File: src/rtl/block_result_reader_pkg.sv
// Shared types and constants for the result reader: capture FSM states and 7-segment patterns.
// Purely declarative; no timing or flow control.
package block_result_reader_pkg;

  typedef enum logic [1:0] {
    IDLE = 2'd0,
    BUSY = 2'd1,
    CAPT = 2'd2
  } state_t;

  localparam logic [6:0] SEG_BLANK = 7'b0000000;

  // Common-cathode a..g on bits 0..6, indexed by nibble value.
  localparam logic [6:0] HEX_SEG [16] = '{
    7'h3F, 7'h06, 7'h5B, 7'h4F, 7'h66, 7'h6D, 7'h7D, 7'h07,
    7'h7F, 7'h6F, 7'h77, 7'h7C, 7'h39, 7'h5E, 7'h79, 7'h71
  };

  function automatic logic [6:0] hex_seg(input logic [3:0] nib);
    return HEX_SEG[nib];
  endfunction

endpackage

File: src/rtl/block_result_reader_hex_to_7seg.sv
// Nibble to common-cathode 7-segment decoder.
// Combinational, zero latency; no flow control.
module hex_to_7seg
  import block_result_reader_pkg::*;
(
  input  logic [3:0] nib,
  output logic [6:0] seg
);

  assign seg = hex_seg(nib);

endmodule

File: src/rtl/fifo.sv
// Generic synchronous FIFO; head is visible combinationally whenever non-empty.
// Write to read is 1 cycle. A push when full is taken only alongside a pop; a pop when empty is ignored.
module fifo #(
  parameter int DEPTH = 4,
  parameter int WIDTH = 4
) (
  input  logic                     clk,
  input  logic                     rst,
  input  logic                     push_vld,
  input  logic [WIDTH-1:0]         push_dat,
  input  logic                     pop_vld,
  output logic [WIDTH-1:0]         head_dat,
  output logic [$clog2(DEPTH):0]   count,
  output logic                     empty,
  output logic                     full
);

  localparam int AW = $clog2(DEPTH);
  localparam int CW = AW + 1;

  logic [WIDTH-1:0] mem [DEPTH];
  logic [AW-1:0]    rd_ptr;
  logic [AW-1:0]    wr_ptr;
  logic             do_push;
  logic             do_pop;

  assign empty    = (count == '0);
  assign full     = (count == CW'(DEPTH));
  assign do_pop   = pop_vld && !empty;
  // A full FIFO still accepts a push when the head leaves in the same cycle.
  assign do_push  = push_vld && (!full || do_pop);
  assign head_dat = mem[rd_ptr];

  always_ff @(posedge clk) begin
    if (rst) begin
      rd_ptr <= '0;
      wr_ptr <= '0;
      count  <= '0;
    end else begin
      if (do_push) wr_ptr <= wr_ptr + 1'b1;
      if (do_pop)  rd_ptr <= rd_ptr + 1'b1;
      case ({do_push, do_pop})
        2'b10:   count <= count + 1'b1;
        2'b01:   count <= count - 1'b1;
        default: count <= count;
      endcase
    end
  end

  always_ff @(posedge clk) begin
    if (do_push) mem[wr_ptr] <= push_dat;
  end

endmodule

File: src/rtl/block_result_reader.sv
// Captures one processing-block result per proc episode into a FIFO, popped by a push-button, head shown on seg_out.
// Result at head 2 cycles after proc=0/rdy=1 is sampled; seg_out 1 cycle later; full drops pushes (sticky overflow). RESULT_READER_HEX_EN selects hex decode vs raw.
module block_result_reader
  import block_result_reader_pkg::*;
#(
  parameter int DEPTH = 4,
  parameter int WIDTH = 4
) (
  input  logic                   clk,
  input  logic                   rst,
  input  logic [WIDTH-1:0]       res_in,
  input  logic                   proc,
  input  logic                   rdy,
  input  logic                   pop_btn,
  output logic [6:0]             seg_out,
  output logic                   valid,
  output logic                   full,
  output logic                   overflow,
  output logic [$clog2(DEPTH):0] count
);

  state_t           state;
  state_t           next_state;
  logic             cap_en;
  logic [WIDTH-1:0] cap_dat;
  logic             push_vld;
  logic [1:0]       pop_sync;
  logic             pop_prev;
  logic             pop_vld;
  logic [WIDTH-1:0] head_dat;
  logic             empty;
  logic [6:0]       seg_dec;

  always_ff @(posedge clk) begin
    if (rst) begin
      state   <= IDLE;
      cap_dat <= '0;
    end else begin
      state <= next_state;
      if (cap_en) cap_dat <= res_in;
    end
  end

  // A BUSY episode ending without rdy is an aborted operation and pushes nothing.
  always_comb begin
    next_state = state;
    cap_en     = 1'b0;
    push_vld   = 1'b0;
    case (state)
      IDLE: if (proc) next_state = BUSY;
      BUSY: begin
        if (!proc) begin
          if (rdy) begin
            next_state = CAPT;
            cap_en     = 1'b1;
          end else begin
            next_state = IDLE;
          end
        end
      end
      CAPT: begin
        push_vld   = 1'b1;
        next_state = IDLE;
      end
      default: next_state = IDLE;
    endcase
  end

  always_ff @(posedge clk) begin
    if (rst) begin
      pop_sync <= 2'b00;
      pop_prev <= 1'b0;
    end else begin
      pop_sync <= {pop_sync[0], pop_btn};
      pop_prev <= pop_sync[1];
    end
  end

  assign pop_vld = pop_sync[1] && !pop_prev;

  fifo #(
    .DEPTH(DEPTH),
    .WIDTH(WIDTH)
  ) u_fifo (
    .clk      (clk),
    .rst      (rst),
    .push_vld (push_vld),
    .push_dat (cap_dat),
    .pop_vld  (pop_vld),
    .head_dat (head_dat),
    .count    (count),
    .empty    (empty),
    .full     (full)
  );

  assign valid = !empty;

  // full implies non-empty, so any pop request here is a real pop.
  always_ff @(posedge clk) begin
    if (rst)                                  overflow <= 1'b0;
    else if (push_vld && full && !pop_vld)    overflow <= 1'b1;
  end

`ifdef RESULT_READER_HEX_EN
  hex_to_7seg u_hex (
    .nib (4'(head_dat)),
    .seg (seg_dec)
  );
`else
  assign seg_dec = 7'(head_dat);
`endif

  always_ff @(posedge clk) begin
    if (rst)        seg_out <= SEG_BLANK;
    else if (valid) seg_out <= seg_dec;
    else            seg_out <= SEG_BLANK;
  end

endmodule

File: config.mk
export PLATFORM = sky130hd
export DESIGN_NAME = block_result_reader
export DESIGN_NICKNAME = d
export VERILOG_FILES = /design/src/rtl/block_result_reader_pkg.sv /design/src/rtl/block_result_reader_hex_to_7seg.sv /design/src/rtl/fifo.sv /design/src/rtl/block_result_reader.sv
export SDC_FILE = /design/constraint.sdc
export NUM_CORES = 1
export LEC_CHECK = 0
export CORE_ASPECT_RATIO = 1.2
export CORE_MARGIN = 2
export CORE_UTILIZATION = 50
export CTS_CLUSTER_SIZE = 14
export DETAILED_ROUTE_END_ITERATION = 10
export HOLD_SLACK_MARGIN = 0.05
export PLACE_DENSITY = 0.78
export SYNTH_ARGS = -nofsm -noshare
export SYNTH_HDL_FRONTEND = slang
export SYNTH_SLANG_ARGS = --single-unit
export TNS_END_PERCENT = 50
File: constraint.sdc
create_clock -name clk -period 6.1 [get_ports clk]
set_input_delay 1.22 -clock clk [delete_from_list [all_inputs] [get_ports clk]]
set_output_delay 1.22 -clock clk [all_outputs]
set_load 0.005 [all_outputs]
==> flow_summary_export.csv, run 1 <==
group,metric,value,unit
setup_path,r2r_cells,8,
synthesis,yosysSeqAreaShare,56.8,%
power_and_ir_drop,p_sw,89.9,uW
synthesis,synth_cell_type_count,36,
drt,viasPerCell,5.26,
timing,setup_ws,3.17,ns
die,ioPinCount,22,
synthesis,synth_most_common_cell,"dfxtp_1",
power_and_ir_drop,combinationalPowerShare,3.7,%
power_and_ir_drop,power_leakage,0.600,nW
synthesis,syn_area,1590,um2
placement,portBuffers,18,
setup_path,crit_path_start_kind,"flop",
drt,route.detailed.drc,0,
timing,setup_viol,0,
setup_path,worstReg2RegEnd,"u_fifo.count[1]$_SDFFE_PP0P_",
synthesis,syn_inst,131,
die,die_x,55.4,um
setup_path,rr_startpoint,"pop_sync[1]$_SDFF_PP0_",
die,rows,22,
placement,dp_hpwl,1750,um
timing,fin_crit_sh,48.1,%
synthesis,synth_area_leaders,"edfxtp_1 30%, dfxtp_1 27%, mux4_2 5.7%, nor2b_1 3.9%, ha_1 3.2%",
placement,dpl-instance-area,1750,um2
synthesis,synth_area_per_cell,12.1,um2
grt,antenna_found_initial,0,
timing,fin_worst_skew,0.00959,ns
setup_path,ff2ff_setup_slack,3.54,ns
final_layout,final_layout_size_suffix_gt1_share,10.1,%
clock_network,cts_buffers,5,
grt,overflow,0,
clock_network,cts_hold_buf,0,
clock_network,cts_setup_buffers,0,
power_and_ir_drop,p_int,324,uW
final_layout,diodes,0,
final_layout,area_growth,14.6,%
setup_path,end_kind,"output port",
grt,grt_pass1_wl,4350,um
timing,finalMaxSlewViolations,0,
timing,tightest_slew,1.07,ns
final_layout,final_nets,162,
drt,drt_first_pass_iters,4,
placement,place_ws,2.95,ns
clock_network,cts.sinks,37,
placement,routabilityCongestion,0.719,
hold_path,hp-class,"flop to flop",
drt,dr_total_vias,974,
synthesis,ys.warnings.count,0,
setup_path,worstPathCellList,"nor2_1, and2_1, clkdlybuf4s50_1",
die,die_area,3640,um2
drt,wl_per_cell,13.0,um
drt,drt_first_iter_violations,34,
clock_network,clock_path_buffers,2,
outcome,status,"complete, no violations",
drt,wl,2410,um
power_and_ir_drop,clkPwrFrac,33.3,%
synthesis,synth.top_cell.area_share,30.3,%
synthesis,yosys.area.top_type,"edfxtp_1",
timing,rsz0062_at_grt,"no",
synthesis,ys_seq_elements,37,
timing,hold_viol,0,
power_and_ir_drop,peakVddDrop,0.000143,V
clock_network,insertion_delay,0.34,ns
setup_path,critPathKind,"flop to output port",
power_and_ir_drop,finalPower,414,uW
die,chipHeight,65.7,um
hold_path,min_path_cells,1,
timing,fmax,0.341,GHz
synthesis,synthArstFlopShare,0,%
power_and_ir_drop,p_per_area,228,nW/um2
setup_path,cp.arrival,1.71,ns
setup_path,required,4.88,ns
grt,grt_max_degree,21,
drt,ant_nets,0,
clock_network,htree_levels,2,
clock_network,clock-root-buffer,"clkbuf_4",
hold_path,worstHoldStart,"pop_sync[0]$_SDFF_PP0_",
timing,relSlewSlack,27.6,%
timing,fin_crit,2.93,ns
power_and_ir_drop,swShare,21.7,%
synthesis,ys.flop_type,"dfxtp_1",
final_layout,fillers,242,
setup_path,path_max_fanout,8,
setup_path,slowest_delay,0.50,ns
run,cap_violations,0,
clock_network,cts_tree,"built",
grt,grt_usage,16.0,%
hold_path,min_to,"pop_sync[1]$_SDFF_PP0_",
timing,finalSetupTns,0,ns
die,coreArea,3060,um2
synthesis,synth_commonest_cells,"21 x dfxtp_1, 16 x edfxtp_1, 12 x nor2_1",
die,initial_utilization,51.9,%
final_layout,fin_area,1820,um2
placement,placed_cells,177,
final_layout,instances_no_fill,185,
clock_network,clk_pin_slew_worst_paths,0.11,ns
grt,grt_pass1_vias,1000,
setup_path,critPathSlowestCell,"clkdlybuf4s50_1",
synthesis,synth_edf_count,16,
clock_network,ctsResizeCount,0,
power_and_ir_drop,seq_power_share,63.1,%
worst max-delay path, delay by kind of cell (launching register included):
family | cells | cell delay, ns
buf+inv | 1 | 0.50
simple gates | 2 | 0.48
flops | 1 | 0.40
how the worst max path moves through the flow:
stage                     depth (start not counted)                         start                            to
after CTS                                         3  u_fifo.count[0]$_SDFFE_PP0P_                          full
after detailed placement                          5                           rst  u_fifo.count[1]$_SDFFE_PP0P_
after global placement                            5                           rst  u_fifo.count[1]$_SDFFE_PP0P_
final                                             3  u_fifo.count[0]$_SDFFE_PP0P_                          full
after floorplan                                   8        pop_sync[1]$_SDFF_PP0_  u_fifo.count[1]$_SDFFE_PP0P_
after global routing                              3  u_fifo.count[0]$_SDFFE_PP0P_                          full
power groups by stage:
stage	Sequential, mW	Clock (mW)	Combinational (mW)
after floorplan	0.266	0	0.0105
after global placement	0.266	0	0.0148
after detailed placement	0.267	0	0.0154
after CTS	0.261	0.145	0.0154
after global routing	0.261	0.154	0.0170
final	0.261	0.138	0.0153
registers in the layout (all words and copies together), names as in the netlist:
signal,cells
cap_dat,4
overflow,1
pop_prev,1
pop_sync,2
seg_out,4
state,2
u_fifo.count,3
u_fifo.mem,16
u_fifo.rd_ptr,2
u_fifo.wr_ptr,2
layout by cell type (no fill, tap or decap), types with 2 or more instances in the layout:
master,synthesis,layout
dfxtp_1,21,21
clkdlybuf4s50_1,0,18
edfxtp_1,16,16
nor2_1,12,12
nor2b_1,10,10
inv_1,5,5
and2_1,5,5
mux2i_1,5,5
nand3_1,5,5
a21oi_1,5,5
clkbuf_4,0,5
mux4_2,4,4
ha_1,4,4
nand2_1,3,3
xnor2_1,3,3
conb_1,1,3
nand2b_1,2,2
a31oi_1,2,2
a21o_1,2,2
nor3_1,2,2
final cells by class:
class	count	area (um2)	share of cell area, %
clock buffer	6	51.3	2.82
clock inverter	2	13.8	0.758
inverter	5	18.8	1.03
multi-input combinational	81	607	33.4
sequential	37	901	49.6
tap	36	45.0	2.48
timing repair buffer	18	180	9.92
layer usage:
layer,vias up,global-route usage [%],wire (um)
li1,483,-,-
met1,464,16.1,968
met2,21,28.6,1270
met3,6,6.10,111
met4,0,8.23,57
met5,-,0,0
stage by stage:
step           hold slack [ns]  util, %
6_report                 0.454     59.5
5_1_grt                  0.465     59.5
4_1_cts                  0.461     59.5
3_5_place_dp             0.436     57.3
3_3_place_gp             0.420     57.3
2_1_floorplan            0.414        -
logic make-up after synthesis:
| logic type | Yosys count | synth area share (%) |
|---|---|---|
| muxes | 9 | 8.84 |
| AOI/OAI and AO/OA | 14 | 5.92 |
| and+or+nand+nor | 46 | 16.2 |
| DFF | 37 | 56.8 |
| xor gates and xnor gates | 4 | 2.21 |
| adders and majority gates | 5 | 4.42 |
| buffers and inverters | 15 | 5.37 |
| other | 1 | 0.237 |
(Power assumes the default switching activity.)
==> run 2: changes to the inputs <==
==> constraint.sdc (replaced) <==
create_clock -name clk -period 3 [get_ports clk]
set_input_delay 0.6 -clock clk [delete_from_list [all_inputs] [get_ports clk]]
set_output_delay 0.6 -clock clk [all_outputs]
set_load 0.005 [all_outputs]
==> flow_summary_export.csv, run 2 (synthesized netlist as in run 1, its figures left out) <==
group,metric,value,unit
final_layout,top_register,"u_fifo.mem",
grt,grt_usage,15.7,%
final_layout,fin_util,60.0,%
clock_network,htree_levels,2,
setup_path,critPathSlowestCell,"fa_1",
setup_path,r2r_cells,8,
run,cap_violations,0,
placement,routabilityCongestion,0.883,
power_and_ir_drop,finalPower,823,uW
clock_network,cts.sinks,37,
setup_path,startpoint,"u_fifo.count[0]$_SDFFE_PP0P_",
die,chipHeight,65.7,um
timing,finalSetupTns,0,ns
timing,relSlewSlack,57.5,%
timing,hold_viol,0,
drt,drt_first_pass_iters,4,
die,ioPinCount,22,
drt,wl,2350,um
clock_network,insertion_delay,0.34,ns
drt,drt_first_iter_violations,43,
die,die_area,3640,um2
final_layout,fin_area,1830,um2
final_layout,area_growth,15.7,%
power_and_ir_drop,clkPwrFrac,31.5,%
placement,dp_hpwl,1760,um
final_layout,largest_reg_flops,16,
timing,setup_ws,0.686,ns
setup_path,path_depth,8,
final_layout,instances_no_fill,188,
setup_path,worstReg2RegEnd,"u_fifo.count[1]$_SDFFE_PP0P_",
placement,place_ws,0.710,ns
clock_network,clock-root-buffer,"clkbuf_4",
die,die_x,55.4,um
setup_path,ff2ff_setup_slack,0.69,ns
placement,portBuffers,18,
power_and_ir_drop,p_per_area,449,nW/um2
clock_network,cts_setup_buffers,0,
setup_path,critPathKind,"flop to flop",
drt,dr_total_vias,997,
power_and_ir_drop,p_int,639,uW
final_layout,reg.largest.list,"u_fifo.mem (16), cap_dat (4), seg_out (4)",
setup_path,rr_startpoint,"u_fifo.count[0]$_SDFFE_PP0P_",
drt,ant_nets,0,
setup_path,endpoint,"u_fifo.count[1]$_SDFFE_PP0P_",
placement,dpl-instance-area,1770,um2
grt,overflow,0,
die,coreArea,3060,um2
setup_path,required,3.24,ns
setup_path,worstPathCellList,"or3_4, and2_4, nand2_1, fa_1, nor2_1, o31a_2, or3_1, o311a_1",
clock_network,cts_hold_buf,0,
timing,tightest_slew,0.636,ns
grt,grt_pass1_wl,4260,um
final_layout,final_layout_size_suffix_gt1_share,11.8,%
setup_path,cp_top_family,"simple AND/OR/NAND/NOR gates",
timing,fmax,0.432,GHz
setup_path,cp.arrival,2.56,ns
timing,fin_crit_sh,77.1,%
timing,fin_worst_skew,0.0145,ns
grt,grt_max_degree,15,
timing,rsz0062_at_grt,"no",
placement,placed_cells,180,
drt,route.detailed.drc,0,
timing,fin_crit,2.31,ns
power_and_ir_drop,peakVddDrop,0.000375,V
power_and_ir_drop,power_leakage,0.613,nW
die,rows,22,
clock_network,ctsResizeCount,0,
timing,holdWs,0.453,ns
final_layout,final_cell_mix,"21 x dfxtp_1, 18 x clkdlybuf4s50_1, 16 x edfxtp_1",
setup_path,end_kind,"flop",
final_layout,final_nets,165,
setup_path,slowest_delay,0.52,ns
timing,setup_viol,0,
clock_network,clock_path_buffers,2,
die,initial_utilization,51.9,%
clock_network,cts_buffers,5,
power_and_ir_drop,p_sw,184,uW
clock_network,clk_pin_slew_worst_paths,0.11,ns
grt,antenna_found_initial,0,
hold_path,hp-class,"flop to flop",
power_and_ir_drop,combinationalPowerShare,4.1,%
final_layout,diodes,0,
drt,viasPerCell,5.30,
outcome,status,"complete, no violations",
final_layout,layout.cells.most_common,"dfxtp_1",
setup_path,worst-path-buf-inv,0,
clock_network,cts_tree,"built",
grt,grt_pass1_vias,950,
power_and_ir_drop,swShare,22.4,%
hold_path,worstHoldStart,"pop_sync[0]$_SDFF_PP0_",
drt,wl_per_cell,12.5,um
setup_path,crit_path_start_kind,"flop",
setup_path,path_max_fanout,8,
timing,finalMaxSlewViolations,0,
power_and_ir_drop,seq_power_share,64.4,%
==> run 2: cell count changes in the layout (fill, tap and decap cells not counted) <==
cell,previous run,this run
clkinv_4,1,2
clkbuf_8,1,0
buf_4,0,3
==> run 2: routing by layer <==
metal / wire length, um / vias to the layer above / GRT usage [%] / part of all wire (%)
met5: 0 / - / 0 / 0
met4: 57 / 0 / 9.76 / 2.4
met3: 115 / 7 / 4.72 / 4.9
met2: 1190 / 31 / 26.2 / 51
met1: 987 / 467 / 17.5 / 42
li1: - / 492 / - / -
==> run 2: power by group through the flow <==
stage	Clock, mW	Sequential, mW	Combinational (mW)
2_1_floorplan	0	0.541	0.0214
3_3_place_gp	0	0.542	0.0328
3_5_place_dp	0	0.542	0.0338
4_1_cts	0.271	0.531	0.0339
5_1_grt	0.297	0.532	0.0379
6_report	0.259	0.530	0.0337
==> run 2: how the worst min path moves through the flow <==
| stage | slack [ns] | depth (start not counted) | to |
|---|---|---|---|
| floorplan | 0.41 | 1 | pop_sync[1]$_SDFF_PP0_ |
| global placement | 0.44 | 1 | pop_sync[1]$_SDFF_PP0_ |
| detailed placement | 0.46 | 1 | pop_sync[1]$_SDFF_PP0_ |
| CTS | 0.46 | 1 | pop_sync[1]$_SDFF_PP0_ |
| global route | 0.47 | 1 | pop_sync[1]$_SDFF_PP0_ |
| finish | 0.45 | 1 | pop_sync[1]$_SDFF_PP0_ |
==> run 2: layout make-up <==
cell class,count,area (um2)
fillers,246,1220
multi-input cells,81,607
well taps,36,45.0
clock buffers,5,37.5
inverters,5,18.8
repair buffers,21,203
flip-flops and latches,37,901
clock inverters,3,22.5
==> run 2: worst register-to-register path: cells and delay by family (launching register included) <==
| family | cells | cell delay, ns |
|---|---|---|
| simple gates | 5 | 0.79 |
| fa+ha+maj | 1 | 0.52 |
| compound gates | 2 | 0.41 |
| flops | 1 | 0.49 |
